$ cat src/rtl/hazard_stall_if.sv
// Control bundle between the ID-stage hazard unit and the pipeline registers it steers.
interface hazard_stall_if #(
    parameter int CNT_W = 16
);
    logic [4:0]       ID_Rs;
    logic [4:0]       ID_Rt;
    logic             ID_UsesRt;
    logic             ID_Branch;
    logic [4:0]       IDEX_Dst;
    logic             IDEX_MemRead;
    logic             IDEX_RegWrite;
    logic [4:0]       EXMEM_Dst;
    logic             EXMEM_MemRead;
    logic             MEM_Req;
    logic             mem_ready;
    logic             EX_BranchTaken;
    logic             PC_Write;
    logic             IFID_Write;
    logic             IDEX_Bubble;
    logic             IFID_Flush;
    logic             IDEX_Flush;
    logic             Pipe_Freeze;
    logic             Mem_Error;
    logic [CNT_W-1:0] Stall_Count;
    logic [CNT_W-1:0] Freeze_Count;
    logic [CNT_W-1:0] Flush_Count;

    modport master (
        output ID_Rs, ID_Rt, ID_UsesRt, ID_Branch, IDEX_Dst, IDEX_MemRead, IDEX_RegWrite,
               EXMEM_Dst, EXMEM_MemRead, MEM_Req, mem_ready, EX_BranchTaken,
        input  PC_Write, IFID_Write, IDEX_Bubble, IFID_Flush, IDEX_Flush, Pipe_Freeze,
               Mem_Error, Stall_Count, Freeze_Count, Flush_Count
    );

    modport slave (
        input  ID_Rs, ID_Rt, ID_UsesRt, ID_Branch, IDEX_Dst, IDEX_MemRead, IDEX_RegWrite,
               EXMEM_Dst, EXMEM_MemRead, MEM_Req, mem_ready, EX_BranchTaken,
        output PC_Write, IFID_Write, IDEX_Bubble, IFID_Flush, IDEX_Flush, Pipe_Freeze,
               Mem_Error, Stall_Count, Freeze_Count, Flush_Count
    );
endinterface

$ cat src/rtl/hazard_stall_unit.sv
// Decode-stage hazard controller: load-use / branch-operand stalls, taken-branch
// flushes and a memory-wait freeze FSM with timeout, plus saturating event counters.
module hazard_stall_unit #(
    parameter int MEM_TIMEOUT = 16,
    parameter int CNT_W       = 16
) (
    input  logic          clk,
    input  logic          reset,
    hazard_stall_if.slave hs
);
    typedef enum logic [1:0] {RUN, MEM_WAIT, ERROR} state_e;

    localparam logic [7:0]       WAIT_LAST = 8'(MEM_TIMEOUT - 1);
    localparam logic [CNT_W-1:0] CNT_MAX   = '1;

    state_e           state_q, state_d;
    logic [7:0]       wait_cnt_q, wait_cnt_d;
    logic [CNT_W-1:0] stall_cnt_q, stall_cnt_d;
    logic [CNT_W-1:0] freeze_cnt_q, freeze_cnt_d;
    logic [CNT_W-1:0] flush_cnt_q, flush_cnt_d;

    logic load_use, br_dep, stall, freeze, flush, stall_act;

    // Register 0 is hard-wired, so a write to it can never create a dependency.
    function automatic logic reg_match(input logic [4:0] dst, input logic [4:0] rs,
                                       input logic [4:0] rt, input logic uses_rt);
        return (dst != 5'd0) && ((dst == rs) || (uses_rt && (dst == rt)));
    endfunction

    function automatic logic [CNT_W-1:0] sat_inc(input logic [CNT_W-1:0] v, input logic en);
        return (en && (v != CNT_MAX)) ? v + 1'b1 : v;
    endfunction

    assign load_use = hs.IDEX_MemRead &&
                      reg_match(hs.IDEX_Dst, hs.ID_Rs, hs.ID_Rt, hs.ID_UsesRt);
    assign br_dep   = hs.ID_Branch &&
                      ((hs.IDEX_RegWrite && reg_match(hs.IDEX_Dst, hs.ID_Rs, hs.ID_Rt, hs.ID_UsesRt)) ||
                       (hs.EXMEM_MemRead && reg_match(hs.EXMEM_Dst, hs.ID_Rs, hs.ID_Rt, hs.ID_UsesRt)));
    assign stall    = load_use || br_dep;

    always_comb begin
        // NOTE: every variable gets a default first so no path leaves it unassigned (no latch).
        state_d    = state_q;
        wait_cnt_d = wait_cnt_q;
        freeze     = 1'b0;
        case (state_q)
            RUN: begin
                if (hs.MEM_Req && !hs.mem_ready) begin
                    freeze     = 1'b1;
                    state_d    = MEM_WAIT;
                    wait_cnt_d = 8'd1;
                end
            end
            MEM_WAIT: begin
                if (hs.mem_ready) begin
                    state_d    = RUN;
                    wait_cnt_d = 8'd0;
                end else begin
                    freeze = 1'b1;
                    if (wait_cnt_q == WAIT_LAST) state_d = ERROR;
                    else                         wait_cnt_d = wait_cnt_q + 8'd1;
                end
            end
            ERROR:   freeze  = 1'b1;
            default: state_d = RUN;
        endcase
    end

    assign flush     = !freeze && hs.EX_BranchTaken;
    assign stall_act = !freeze && !flush && stall;

    assign stall_cnt_d  = sat_inc(stall_cnt_q, stall_act);
    assign freeze_cnt_d = sat_inc(freeze_cnt_q, freeze);
    assign flush_cnt_d  = sat_inc(flush_cnt_q, flush);

    // Pipeline enables are held low for as long as reset is asserted.
    always_comb begin
        hs.PC_Write    = 1'b0;
        hs.IFID_Write  = 1'b0;
        hs.IDEX_Bubble = 1'b0;
        hs.IFID_Flush  = 1'b0;
        hs.IDEX_Flush  = 1'b0;
        hs.Pipe_Freeze = 1'b0;
        if (!reset) begin
            if (freeze) begin
                hs.Pipe_Freeze = 1'b1;
                hs.IDEX_Bubble = 1'b1;
            end else if (flush) begin
                hs.PC_Write   = 1'b1;
                hs.IFID_Write = 1'b1;
                hs.IFID_Flush = 1'b1;
                hs.IDEX_Flush = 1'b1;
            end else if (stall) begin
                hs.IDEX_Bubble = 1'b1;
            end else begin
                hs.PC_Write   = 1'b1;
                hs.IFID_Write = 1'b1;
            end
        end
    end

    // NOTE: sequential state uses non-blocking assignments so all registers update together.
    always_ff @(posedge clk or posedge reset) begin
        if (reset) begin
            state_q      <= RUN;
            wait_cnt_q   <= 8'd0;
            stall_cnt_q  <= '0;
            freeze_cnt_q <= '0;
            flush_cnt_q  <= '0;
        end else begin
            state_q      <= state_d;
            wait_cnt_q   <= wait_cnt_d;
            stall_cnt_q  <= stall_cnt_d;
            freeze_cnt_q <= freeze_cnt_d;
            flush_cnt_q  <= flush_cnt_d;
        end
    end

    assign hs.Mem_Error    = (state_q == ERROR);
    assign hs.Stall_Count  = stall_cnt_q;
    assign hs.Freeze_Count = freeze_cnt_q;
    assign hs.Flush_Count  = flush_cnt_q;
endmodule
$ cat src/flat_wrapper.sv
// flat-port wrapper written by rule: the top's interface ports become plain ports
module hazard_stall_unit_flat 
#(
    parameter int MEM_TIMEOUT = 16,
    parameter int CNT_W       = 16
)
  (clk, reset, hs_ID_Rs, hs_ID_Rt, hs_ID_UsesRt, hs_ID_Branch, hs_IDEX_Dst, hs_IDEX_MemRead, hs_IDEX_RegWrite, hs_EXMEM_Dst, hs_EXMEM_MemRead, hs_MEM_Req, hs_mem_ready, hs_EX_BranchTaken, hs_PC_Write, hs_IFID_Write, hs_IDEX_Bubble, hs_IFID_Flush, hs_IDEX_Flush, hs_Pipe_Freeze, hs_Mem_Error, hs_Stall_Count, hs_Freeze_Count, hs_Flush_Count);
  hazard_stall_if #(.CNT_W(CNT_W)) hs_i ();
  input  logic clk;
  input  logic reset;
  input wire logic [$bits(hs_i.ID_Rs)-1:0] hs_ID_Rs;
  input wire logic [$bits(hs_i.ID_Rt)-1:0] hs_ID_Rt;
  input wire logic [$bits(hs_i.ID_UsesRt)-1:0] hs_ID_UsesRt;
  input wire logic [$bits(hs_i.ID_Branch)-1:0] hs_ID_Branch;
  input wire logic [$bits(hs_i.IDEX_Dst)-1:0] hs_IDEX_Dst;
  input wire logic [$bits(hs_i.IDEX_MemRead)-1:0] hs_IDEX_MemRead;
  input wire logic [$bits(hs_i.IDEX_RegWrite)-1:0] hs_IDEX_RegWrite;
  input wire logic [$bits(hs_i.EXMEM_Dst)-1:0] hs_EXMEM_Dst;
  input wire logic [$bits(hs_i.EXMEM_MemRead)-1:0] hs_EXMEM_MemRead;
  input wire logic [$bits(hs_i.MEM_Req)-1:0] hs_MEM_Req;
  input wire logic [$bits(hs_i.mem_ready)-1:0] hs_mem_ready;
  input wire logic [$bits(hs_i.EX_BranchTaken)-1:0] hs_EX_BranchTaken;
  output wire logic [$bits(hs_i.PC_Write)-1:0] hs_PC_Write;
  output wire logic [$bits(hs_i.IFID_Write)-1:0] hs_IFID_Write;
  output wire logic [$bits(hs_i.IDEX_Bubble)-1:0] hs_IDEX_Bubble;
  output wire logic [$bits(hs_i.IFID_Flush)-1:0] hs_IFID_Flush;
  output wire logic [$bits(hs_i.IDEX_Flush)-1:0] hs_IDEX_Flush;
  output wire logic [$bits(hs_i.Pipe_Freeze)-1:0] hs_Pipe_Freeze;
  output wire logic [$bits(hs_i.Mem_Error)-1:0] hs_Mem_Error;
  output wire logic [$bits(hs_i.Stall_Count)-1:0] hs_Stall_Count;
  output wire logic [$bits(hs_i.Freeze_Count)-1:0] hs_Freeze_Count;
  output wire logic [$bits(hs_i.Flush_Count)-1:0] hs_Flush_Count;
  assign hs_i.ID_Rs = hs_ID_Rs;
  assign hs_i.ID_Rt = hs_ID_Rt;
  assign hs_i.ID_UsesRt = hs_ID_UsesRt;
  assign hs_i.ID_Branch = hs_ID_Branch;
  assign hs_i.IDEX_Dst = hs_IDEX_Dst;
  assign hs_i.IDEX_MemRead = hs_IDEX_MemRead;
  assign hs_i.IDEX_RegWrite = hs_IDEX_RegWrite;
  assign hs_i.EXMEM_Dst = hs_EXMEM_Dst;
  assign hs_i.EXMEM_MemRead = hs_EXMEM_MemRead;
  assign hs_i.MEM_Req = hs_MEM_Req;
  assign hs_i.mem_ready = hs_mem_ready;
  assign hs_i.EX_BranchTaken = hs_EX_BranchTaken;
  assign hs_PC_Write = hs_i.PC_Write;
  assign hs_IFID_Write = hs_i.IFID_Write;
  assign hs_IDEX_Bubble = hs_i.IDEX_Bubble;
  assign hs_IFID_Flush = hs_i.IFID_Flush;
  assign hs_IDEX_Flush = hs_i.IDEX_Flush;
  assign hs_Pipe_Freeze = hs_i.Pipe_Freeze;
  assign hs_Mem_Error = hs_i.Mem_Error;
  assign hs_Stall_Count = hs_i.Stall_Count;
  assign hs_Freeze_Count = hs_i.Freeze_Count;
  assign hs_Flush_Count = hs_i.Flush_Count;
  hazard_stall_unit #(.MEM_TIMEOUT(MEM_TIMEOUT), .CNT_W(CNT_W)) u_core (.clk(clk), .reset(reset), .hs(hs_i));
endmodule
$ cat config.mk
export PLATFORM = sky130hd
export DESIGN_NAME = hazard_stall_unit_flat
export DESIGN_NICKNAME = d
export VERILOG_FILES = /design/src/rtl/hazard_stall_if.sv /design/src/rtl/hazard_stall_unit.sv /design/src/flat_wrapper.sv
export SDC_FILE = /design/constraint.sdc
export NUM_CORES = 1
export LEC_CHECK = 0
export BUFFER_PORTS_ARGS = -buffer_cell sky130_fd_sc_hd__clkbuf_2
export CAP_MARGIN = 30
export CELL_PAD_IN_SITES_DETAIL_PLACEMENT = 0
export CELL_PAD_IN_SITES_GLOBAL_PLACEMENT = 1
export CORE_MARGIN = 5
export CORE_UTILIZATION = 40
export CTS_CLUSTER_SIZE = 14
export DETAILED_ROUTE_END_ITERATION = 8
export PLACE_DENSITY_LB_ADDON = 0.1
export SETUP_SLACK_MARGIN = 0.2
export SLEW_MARGIN = 15
export SYNTH_ARGS = -nofsm -noshare
export SYNTH_HDL_FRONTEND = slang
export SYNTH_SLANG_ARGS = --single-unit
$ cat constraint.sdc
create_clock -name clk -period 2.4 [get_ports clk]
set_input_delay 0.24 -clock clk [delete_from_list [all_inputs] [get_ports clk]]
set_output_delay 0.24 -clock clk [all_outputs]
set_load 0.05 [all_outputs]
==> results of run 1 <==
==> critical path, delay by kind of cell, from the launching register on <==
family / cells / cell delay [ns]
AOI/OAI and AO/OA: 1 / 0.24
buffers and inverters: 1 / 0.25
DFF: 1 / 0.49
and+or+nand+nor: 3 / 0.50
==> state kept, by name, summed over array words and instances (netlist names) <==
signal / flops
u_core.hs.Flush_Count: 16
u_core.hs.Freeze_Count: 16
u_core.hs.Stall_Count: 16
u_core.state_q: 2
u_core.wait_cnt_q: 8
==> Yosys cell counts, types with 2 or more instances <==
library cell,count
ha_1,4
buf_4,4
a21oi_1,3
nand4_1,16
xnor2_1,40
o21ai_1,2
nand2_2,2
inv_1,7
nand3_1,18
nor4_1,3
nor3_1,7
nand2_1,23
xor2_1,30
nand3_2,8
or4_1,3
and3_1,11
nor2_1,34
clkbuf_1,2
nand4_2,2
dfrtp_1,58
a32oi_1,2
and4_1,2
==> metal layers <==
metal	wire, µm	global-route usage (%)
met3	263	3.23
met2	3510	24.7
met4	69	5.36
met1	3290	20.2
met5	0	0
==> cells in the final DEF (no fill, tap or decap), types with 3 or more instances in the layout <==
master,instances
a21oi_1,3
and3_1,11
buf_4,5
clkbuf_2,82
clkbuf_8,12
dfrtp_1,58
ha_1,4
inv_1,6
nand2_1,23
nand3_1,18
nand3_2,8
nand4_1,16
nor2_1,32
nor3_1,6
nor4_1,3
or4_1,3
xnor2_1,40
xor2_1,30
==> area by class of cell <==
cell class / instances / share of cell area, %
clock buffer: 12 / 4.12
inverter: 7 / 0.655
multi-input combinational: 234 / 42.0
sequential: 58 / 36.2
timing repair buffer: 90 / 12.0
tap: 102 / 3.18
clock inverter: 4 / 1.81
==> cell families after synthesis <==
kind of cell	after synthesis	synth area share (%)
and+or+nand+nor	137	24.3
DFF	58	45.3
AOI/OAI and AO/OA	19	5.43
muxes	3	1.17
buffers and inverters	15	2.62
xor gates and xnor gates	71	19.6
adders and majority gates	4	1.56
==> stage by stage <==
| step | setup WS (ns) | std cells | instance area, µm² |
|---|---|---|---|
| floorplan | 0.177 | 307 | 3220 |
| global placement | 0.369 | 489 | 3750 |
| detailed placement | 0.374 | 489 | 3750 |
| CTS | 0.209 | 505 | 4000 |
| global route | 0.137 | 507 | 4010 |
| finish | 0.343 | 507 | 4010 |
==> power by group <==
part | leakage, nW | internal (mW) | total [mW] | switching (mW)
sequential | 0.766 | 1.11 | 1.31 | 0.198
clock | 0.119 | 0.668 | 1.06 | 0.387
combinational | 0.993 | 0.272 | 0.956 | 0.684
==> worst paths after layout <==
path / from / endpoint / slack [ns] / depth (start not counted)
setup reg to reg: u_core.state_q[0] / u_core.hs.Freeze_Count[7] / 0.36 / 7
hold / removal: reset / u_core.wait_cnt_q[4] / 0.06 / 2
setup / recovery: u_core.state_q[0] / hs_IDEX_Flush / 0.34 / 5
max in group asynchronous: reset / u_core.hs.Freeze_Count[5] / 1.77 / 3
hold reg to reg: u_core.hs.Stall_Count[14] / u_core.hs.Stall_Count[14] / 0.50 / 1
min in group clk: hs_mem_ready / u_core.state_q[0] / 0.23 / 2
==> timing repair <==
| item | CTS | global route |
|---|---|---|
| endpoints found under the setup margin | 2 | 2 |
| resized for setup | 2 | 0 |
| setup buffers | 0 | 2 |
==> flow_summary_export.csv, run 1 <==
group,metric,value,unit
logic_synthesis,seq_area_frac_synth,45.3,%
setup_path,worst_ep_required_time,2.16,ns
finish,syn_to_final_growth,25.2,%
logic_synthesis,syn-num-nets,341,
finish,drive_gt1_share,33.3,%
sta,period_needed,2.06,ns
floorplanning,dieWidth,99.5,µm
routing,drc,0,
global_route,grt_max_degree,35,
logic_synthesis,synthArstFlopShare,100,%
sta,slew_headroom,63.5,%
routing,ant_nets,0,
setup_path,slowest_delay,0.49,ns
sta,hold_viol,0,
logic_synthesis,synth_edf_count,0,
run,maxCapViolCount,0,
sta,fin_crit_sh,85.7,%
cts,numCtsBuffers,9,
pwr,power.density,827,mW/mm²
min_path,hp-class,"in2async",
floorplanning,fp-row-count,32,
global_route,antenna_found_initial,0,
pwr,peakVddDrop,0.841,mV
sta,timing.fmax,486,MHz
sta,finalSetupViolCount,0,
cts,cts_tree,"yes",
routing,vias_per_cell,5.00,
floorplanning,initial_utilization,41.2,%
run_status,status,"completed",
floorplanning,core_area,0.00777,mm²
floorplanning,die_y,99.5,µm
global_route,grt_first_pass_wirelength,12300,µm
logic_synthesis,yosys_warnings,0,
global_route,grt_usage,15.2,%
routing,vias,2535,
routing,wl,7130,µm
cts,insertion_delay,0.33,ns
cts,clock_path_buffers,2,
setup_path,cp.arrival,1.82,ns
sta,grt_setup_unrepaired,"yes",
cts,clkTransAtPathRegs,0.07,ns
logic_synthesis,synth_top_area_share,45.3,%
logic_synthesis,synth_area_leaders,"dfrtp_1 (45%), xnor2_1 (11%), xor2_1 (8.2%)",
finish,final_util,51.6,%
setup_path,cp-start-kind,"register",
pwr,total_power,3.32,mW
logic_synthesis,avgSynthCellArea,10.4,µm²
finish,multi_input_area,0.00168,mm²
setup_path,cp-end-kind,"output port",
logic_synthesis,syn-instance-count,307,
sta,fin_worst_skew,0.0101,ns
cts,clock-sinks,58,
finish,nFillCells,765,
logic_synthesis,synthFlopType,"dfrtp_1",
setup_path,worstPathMaxFanout,9,
cts,clock-root-buffer,"clkbuf_8",
logic_synthesis,syn_area,0.00320,mm²
setup_path,path_cells,"nand2b_1, o31a_1, nand2_2, nor2_2, clkbuf_4",
floorplanning,dieArea,0.00990,mm²
global_route,grt_pass1_vias,2561,
finish,fin_nets,434,
logic_synthesis,yosysUniqueCellTypes,48,
cts,hold_buffers,0,
routing,drt_iter0_drc,54,
setup_path,crit_type,"reg2out",
global_route,grt-ovfl-total,0,
floorplanning,io_pins,85,
logic_synthesis,ys_ff_latch,58,
finish,register_area,0.00145,mm²
placed_design,hpwl,5470,µm
pwr,total_leakage_power,1.88,nW
sta,hold_ws,0.0568,ns
setup_path,cpMaxStageDelayCell,"dfrtp_1",
sta,worstMarginPinSlew,0.546,ns
placed_design,port_buffers,84,
routing,first_pass_iters,4,
placed_design,place_congestion,0.863,
routing,wl_per_cell,14.1,µm
logic_synthesis,synth_area_leader_cell,"dfrtp_1",
finish,n_antenna_cell,0,
cts,cts_max_level,3,
sta,setup_tns,0,ns
sta,maxSlewViolCount,0,
Power figures use the tool's default switching activity.
==> run 2: changes to the inputs <==
Settings changed: CORE_UTILIZATION 40 to 42, CTS_BUF_LIST set to sky130_fd_sc_hd__clkbuf_4.
==> flow_summary_export.csv, run 2 (synthesis gave the netlist of run 1 again) <==
group,metric,value,unit
global_route,grt_pass1_vias,2566,
pwr,p_sw_share,40.8,%
cts,clock-root-buffer,"clkbuf_4",
sta,maxSlewViolCount,0,
finish,final_common_cell,"clkbuf_2",
routing,drc,0,
setup_path,worstPathMaxFanout,9,
setup_path,crit_type,"reg2out",
routing,drt_iter0_drc,85,
cts,cts_tree,"yes",
global_route,grt-ovfl-total,0,
pwr,switchingPower,1.24,mW
run,maxCapViolCount,0,
cts,hold_buffers,0,
setup_path,cp-end-kind,"output port",
setup_path,cpMaxStageDelayCell,"dfrtp_2",
routing,wl_per_cell,13.9,µm
cts,clock_path_buffers,2,
pwr,power.internal,1.79,mW
finish,fin_area,0.00394,mm²
routing,wl_met3,314,µm
routing,wl_met1,3310,µm
min_path,hp-class,"in2async",
cts,cts_max_level,3,
placed_design,port_buffers,84,
placed_design,hpwl,5360,µm
floorplanning,fp-row-count,31,
pwr,p_comb_share,31.6,%
finish,final_cell_mix,"clkbuf_2 (82), dfrtp_1 (56), xnor2_1 (40)",
finish,final_cells,506,
routing,vias,2545,
pwr,peakVddDrop,0.809,mV
setup_path,worst_ep_required_time,2.16,ns
placed_design,placed_cell_area,0.00376,mm²
finish,drive_gt1_share,33.7,%
cts,clock-sinks,58,
finish,n_antenna_cell,0,
finish,nFillCells,680,
sta,setup_tns,0,ns
floorplanning,dieArea,0.00947,mm²
floorplanning,initial_utilization,43.7,%
setup_path,cp.arrival,1.80,ns
sta,fin_crit_sh,85.0,%
finish,syn_to_final_growth,23.0,%
cts,numCtsBuffers,9,
routing,routed-wl-met2,3320,µm
routing,vias_per_cell,5.03,
floorplanning,core_area,0.00733,mm²
setup_path,path_cells,"o31a_1, buf_4, nor2_1, clkbuf_2",
routing,wl,7030,µm
routing,ant_nets,0,
pwr,total_leakage_power,1.84,nW
sta,fin_worst_skew,0.0123,ns
cts,insertion_delay,0.39,ns
sta,finalSetupViolCount,0,
setup_path,cp-start-kind,"register",
global_route,antenna_found_initial,0,
placed_design,placedCellCount,487,
sta,hold_viol,0,
run_status,status,"completed",
sta,timing.fmax,490,MHz
placed_design,place_congestion,0.863,
pwr,sequentialPowerShare,43.0,%
global_route,grt_max_degree,31,
routing,routed.top_layer,"met4",
floorplanning,dieWidth,97.3,µm
sta,slew_headroom,57.5,%
cts,clkTransAtPathRegs,0.10,ns
routing,first_pass_iters,4,
finish,fin_nets,436,
sta,worstMarginPinSlew,0.636,ns
sta,grt_setup_unrepaired,"no",
pwr,power.density,768,mW/mm²
setup_path,slowest_delay,0.47,ns
sta,period_needed,2.04,ns
global_route,grt_usage,15.7,%
floorplanning,io_pins,85,
pwr,clkPwrFrac,25.4,%
global_route,grt_first_pass_wirelength,12300,µm
floorplanning,die_y,97.3,µm
## run 2: cell count changes in the layout (fill, tap and decap cells not counted), sizes merged
| cell | before | now |
|---|---|---|
| clkinv | 1 | 4 |
| buf | 6 | 8 |
| clkbuf | 96 | 93 |
## run 2: area by class of cell
| cell class | instances | area, µm² | share of cell area, % |
|---|---|---|---|
| multi-input cells | 234 | 1690 | 42.8 |
| flip-flops and latches | 58 | 1450 | 36.9 |
| repair buffers | 92 | 498 | 12.6 |
| well taps | 99 | 124 | 3.14 |
| clock inverters | 7 | 83.8 | 2.13 |
| clock buffers | 9 | 67.6 | 1.71 |
| inverters | 7 | 26.3 | 0.667 |
## run 2: power by group through the flow
stage               clock network, mW  registers [mW]  logic [mW]
detailed placement                  0            1.32       0.965
global route                    0.856            1.33        1.03
finish                          0.768            1.30       0.957
global placement                    0            1.32       0.954
floorplan                           0            1.70       0.312
CTS                             0.806            1.31       0.966
## run 2: path summary, 6_finish.rpt
path,start,to,slack (ns),depth (start not counted)
worst max-delay path,u_core.state_q[1],hs_Pipe_Freeze,0.36,4
worst min-delay path,reset,u_core.hs.Freeze_Count[8],0.02,2
worst max register to register,u_core.state_q[1],u_core.hs.Freeze_Count[15],0.44,6
worst min register to register,u_core.hs.Flush_Count[14],u_core.hs.Flush_Count[14],0.50,1
max in group asynchronous,reset,u_core.wait_cnt_q[4],1.79,3
min in group clk,hs_mem_ready,u_core.state_q[0],0.17,2
## run 2: worst max-delay path, delay by kind of cell (launching register included)
kind | cells | cell delay [ns]
simple gates | 1 | 0.13
buf+inv | 2 | 0.45
compound gates | 1 | 0.36
flops | 1 | 0.47
## run 2: repair_timing
| action | 4_1_cts | 5_1_grt |
|---|---|---|
| gates cloned | 0 | 0 |
| gates resized for setup | 3 | 2 |
| setup buffers | 0 | 3 |
| pin swaps | 0 | 0 |
| endpoints found under the setup margin | 2 | 2 |
## run 2: through the flow
step	total power, mW	utilization [%]	hold WS [ns]	setup slack [ns]
after floorplan	2.01	-	0.497	0.177
after global placement	2.28	51.2	0.474	0.420
final	3.03	53.7	0.0225	0.361
after CTS	3.08	53.4	0.0248	0.206
after detailed placement	2.29	51.2	0.464	0.401
after global routing	3.22	53.7	0.0692	0.178
## run 2: per-layer routing
metal | vias up | global-route usage [%]
met2 | 52 | 24.8
met1 | 1228 | 20.7
met4 | 0 | 4.47
met5 | - | 0
met3 | 8 | 5.24
li1 | 1257 | -
==> run 3: changes to the inputs <==
Clock period 2.4 ns to 1.9 ns, I/O delays scaled along.
==> flow_summary_export.csv, run 3 (synthesis gave the netlist of run 1 again) <==
group,metric,value,unit
sta,fin_crit_sh,99.1,%
setup_path,cpMaxStageDelayCell,"dfrtp_1",
routing,wl_per_cell,14.3,µm
cts,insertion_delay,0.40,ns
routing,wl,7850,µm
finish,fin_nets,477,
pwr,power.density,847,mW/mm²
cts,clock-sinks,58,
cts,cts_max_level,3,
min_path,hp-class,"in2reg",
placed_design,pre_cts_slack,0.0411,ns
setup_path,crit_type,"reg2reg",
global_route,antenna_found_initial,0,
min_path,whs_path_depth,3,
placed_design,place_congestion,0.883,
cts,clock_path_buffers,2,
sta,setup_ws,0.0177,ns
setup_path,path_cells,"nand2b_4, o31a_1, nand2_4, buf_6, a211oi_4, buf_4, nand3_2, xnor2_1",
finish,drive_gt1_share,55.8,%
sta,slew_headroom,67.4,%
global_route,grt_first_pass_wirelength,12500,µm
routing,first_pass_iters,4,
setup_path,slowest_delay,0.43,ns
routing,vias_per_cell,4.93,
sta,setup_tns,0,ns
sta,hold_ws,0.147,ns
setup_path,r2r_cells,8,
sta,period_needed,1.88,ns
finish,n_antenna_cell,0,
global_route,grt-ovfl-total,0,
floorplanning,dieArea,0.00947,mm²
pwr,peakVddDrop,0.863,mV
run,maxCapViolCount,0,
placed_design,hpwl,5690,µm
pwr,total_leakage_power,2.15,nW
finish,nFillCells,591,
setup_path,cp_top_family,"compound AO/OA/AOI/OAI gates",
floorplanning,fp-row-count,31,
floorplanning,dieWidth,97.3,µm
global_route,grt_usage,16.3,%
min_path,min_to,"u_core.state_q[0]",
cts,clock-root-buffer,"clkbuf_4",
floorplanning,io_pins,85,
sta,grt_setup_unrepaired,"yes",
sta,timing.fmax,531,MHz
setup_path,r2r_end,"u_core.hs.Flush_Count[14]",
routing,drc,0,
placed_design,placedCellCount,506,
setup_path,critical_path_buf_inv_count,2,
setup_path,cp.arrival,2.16,ns
finish,syn_to_final_growth,47.3,%
global_route,grt_pass1_vias,2650,
setup_path,worst_ep_required_time,2.17,ns
sta,fin_worst_skew,0.0212,ns
cts,numCtsBuffers,9,
setup_path,cp-start-kind,"register",
setup_path,timing.reg2reg.setup_slack,0.02,ns
finish,final_cells,547,
setup_path,regToRegStartpoint,"u_core.state_q[0]",
min_path,hp-start,"hs_mem_ready",
cts,clkTransAtPathRegs,0.10,ns
setup_path,worstPathMaxFanout,4,
finish,final_cell_mix,"clkbuf_2 (78), xnor2_1 (35), buf_4 (33)",
routing,vias,2696,
floorplanning,die_y,97.3,µm
cts,cts_tree,"yes",
setup_path,cp-end-kind,"register",
pwr,total_power,4.00,mW
placed_design,port_buffers,84,
sta,finalSetupViolCount,0,
routing,ant_nets,0,
sta,hold_viol,0,
routing,drt_iter0_drc,75,
run_status,status,"completed",
floorplanning,core_area,0.00733,mm²
floorplanning,initial_utilization,43.7,%
sta,maxSlewViolCount,0,
global_route,grt_max_degree,32,
sta,worstMarginPinSlew,0.488,ns
finish,final_common_cell,"clkbuf_2",
## run 3: how the worst max path moves through the flow
stage                                     from                         to  slack [ns]  cells after the start
after floorplan                hs_EXMEM_Dst[0]                hs_PC_Write       -0.21                      6
after global placement    u_core.wait_cnt_q[7]       u_core.wait_cnt_q[4]        0.03                      6
after detailed placement        hs_IDEX_Dst[0]   u_core.hs.Stall_Count[1]        0.04                      8
after CTS                    u_core.state_q[0]              hs_IFID_Flush       0.009                      5
after global routing         u_core.state_q[0]  u_core.hs.Flush_Count[14]       -0.08                      8
final                        u_core.state_q[0]  u_core.hs.Flush_Count[14]        0.02                      8
## run 3: cell type report
type                            count  area, µm²  share of cell area (%)
Clock buffer                       10       75.1                    1.59
Clock inverter                      6       57.6                    1.22
Inverter                            7       26.3                   0.557
Multi-Input combinational cell    234       2050                    43.4
Sequential cell                    58       1480                    31.4
Tap cell                           99        124                    2.62
Timing Repair Buffer              133        905                    19.2
## run 3: per-stage QoR
stage | area [µm²] | utilization, %
after floorplan | 3380 | -
final | 4720 | 64.4
after global placement | 4030 | 55.0
after CTS | 4380 | 59.8
after global routing | 4720 | 64.4
after detailed placement | 4030 | 55.0
## run 3: per-layer routing
metal  part of all wire [%]  track usage (%)
met5                      0                0
met4                    1.5             5.86
met3                    4.8             5.03
met2                     49             26.8
met1                     44             20.2
## run 3: timing repair
| item | in CTS | in global routing |
|---|---|---|
| setup buffers | 8 | 15 |
| cloned | 1 | 0 |
| setup endpoints to repair | 40 | 54 |
| hold endpoints to repair | 22 | 0 |
| pin swaps | 18 | 34 |
| gates resized for setup | 36 | 47 |
| hold buffers | 1 | 0 |
## run 3: worst min-delay path, stage by stage
cell and delay [ns]:
clkbuf_2 0.09, buf_4 0.15, a2111oi_0 0.07
## run 3: power breakdown
group	leakage (nW)	internal (mW)	total (mW)	switching, mW
sequential	0.730	1.42	1.68	0.264
clock	0.0776	0.408	0.878	0.471
combinational	1.34	0.500	1.44	0.939
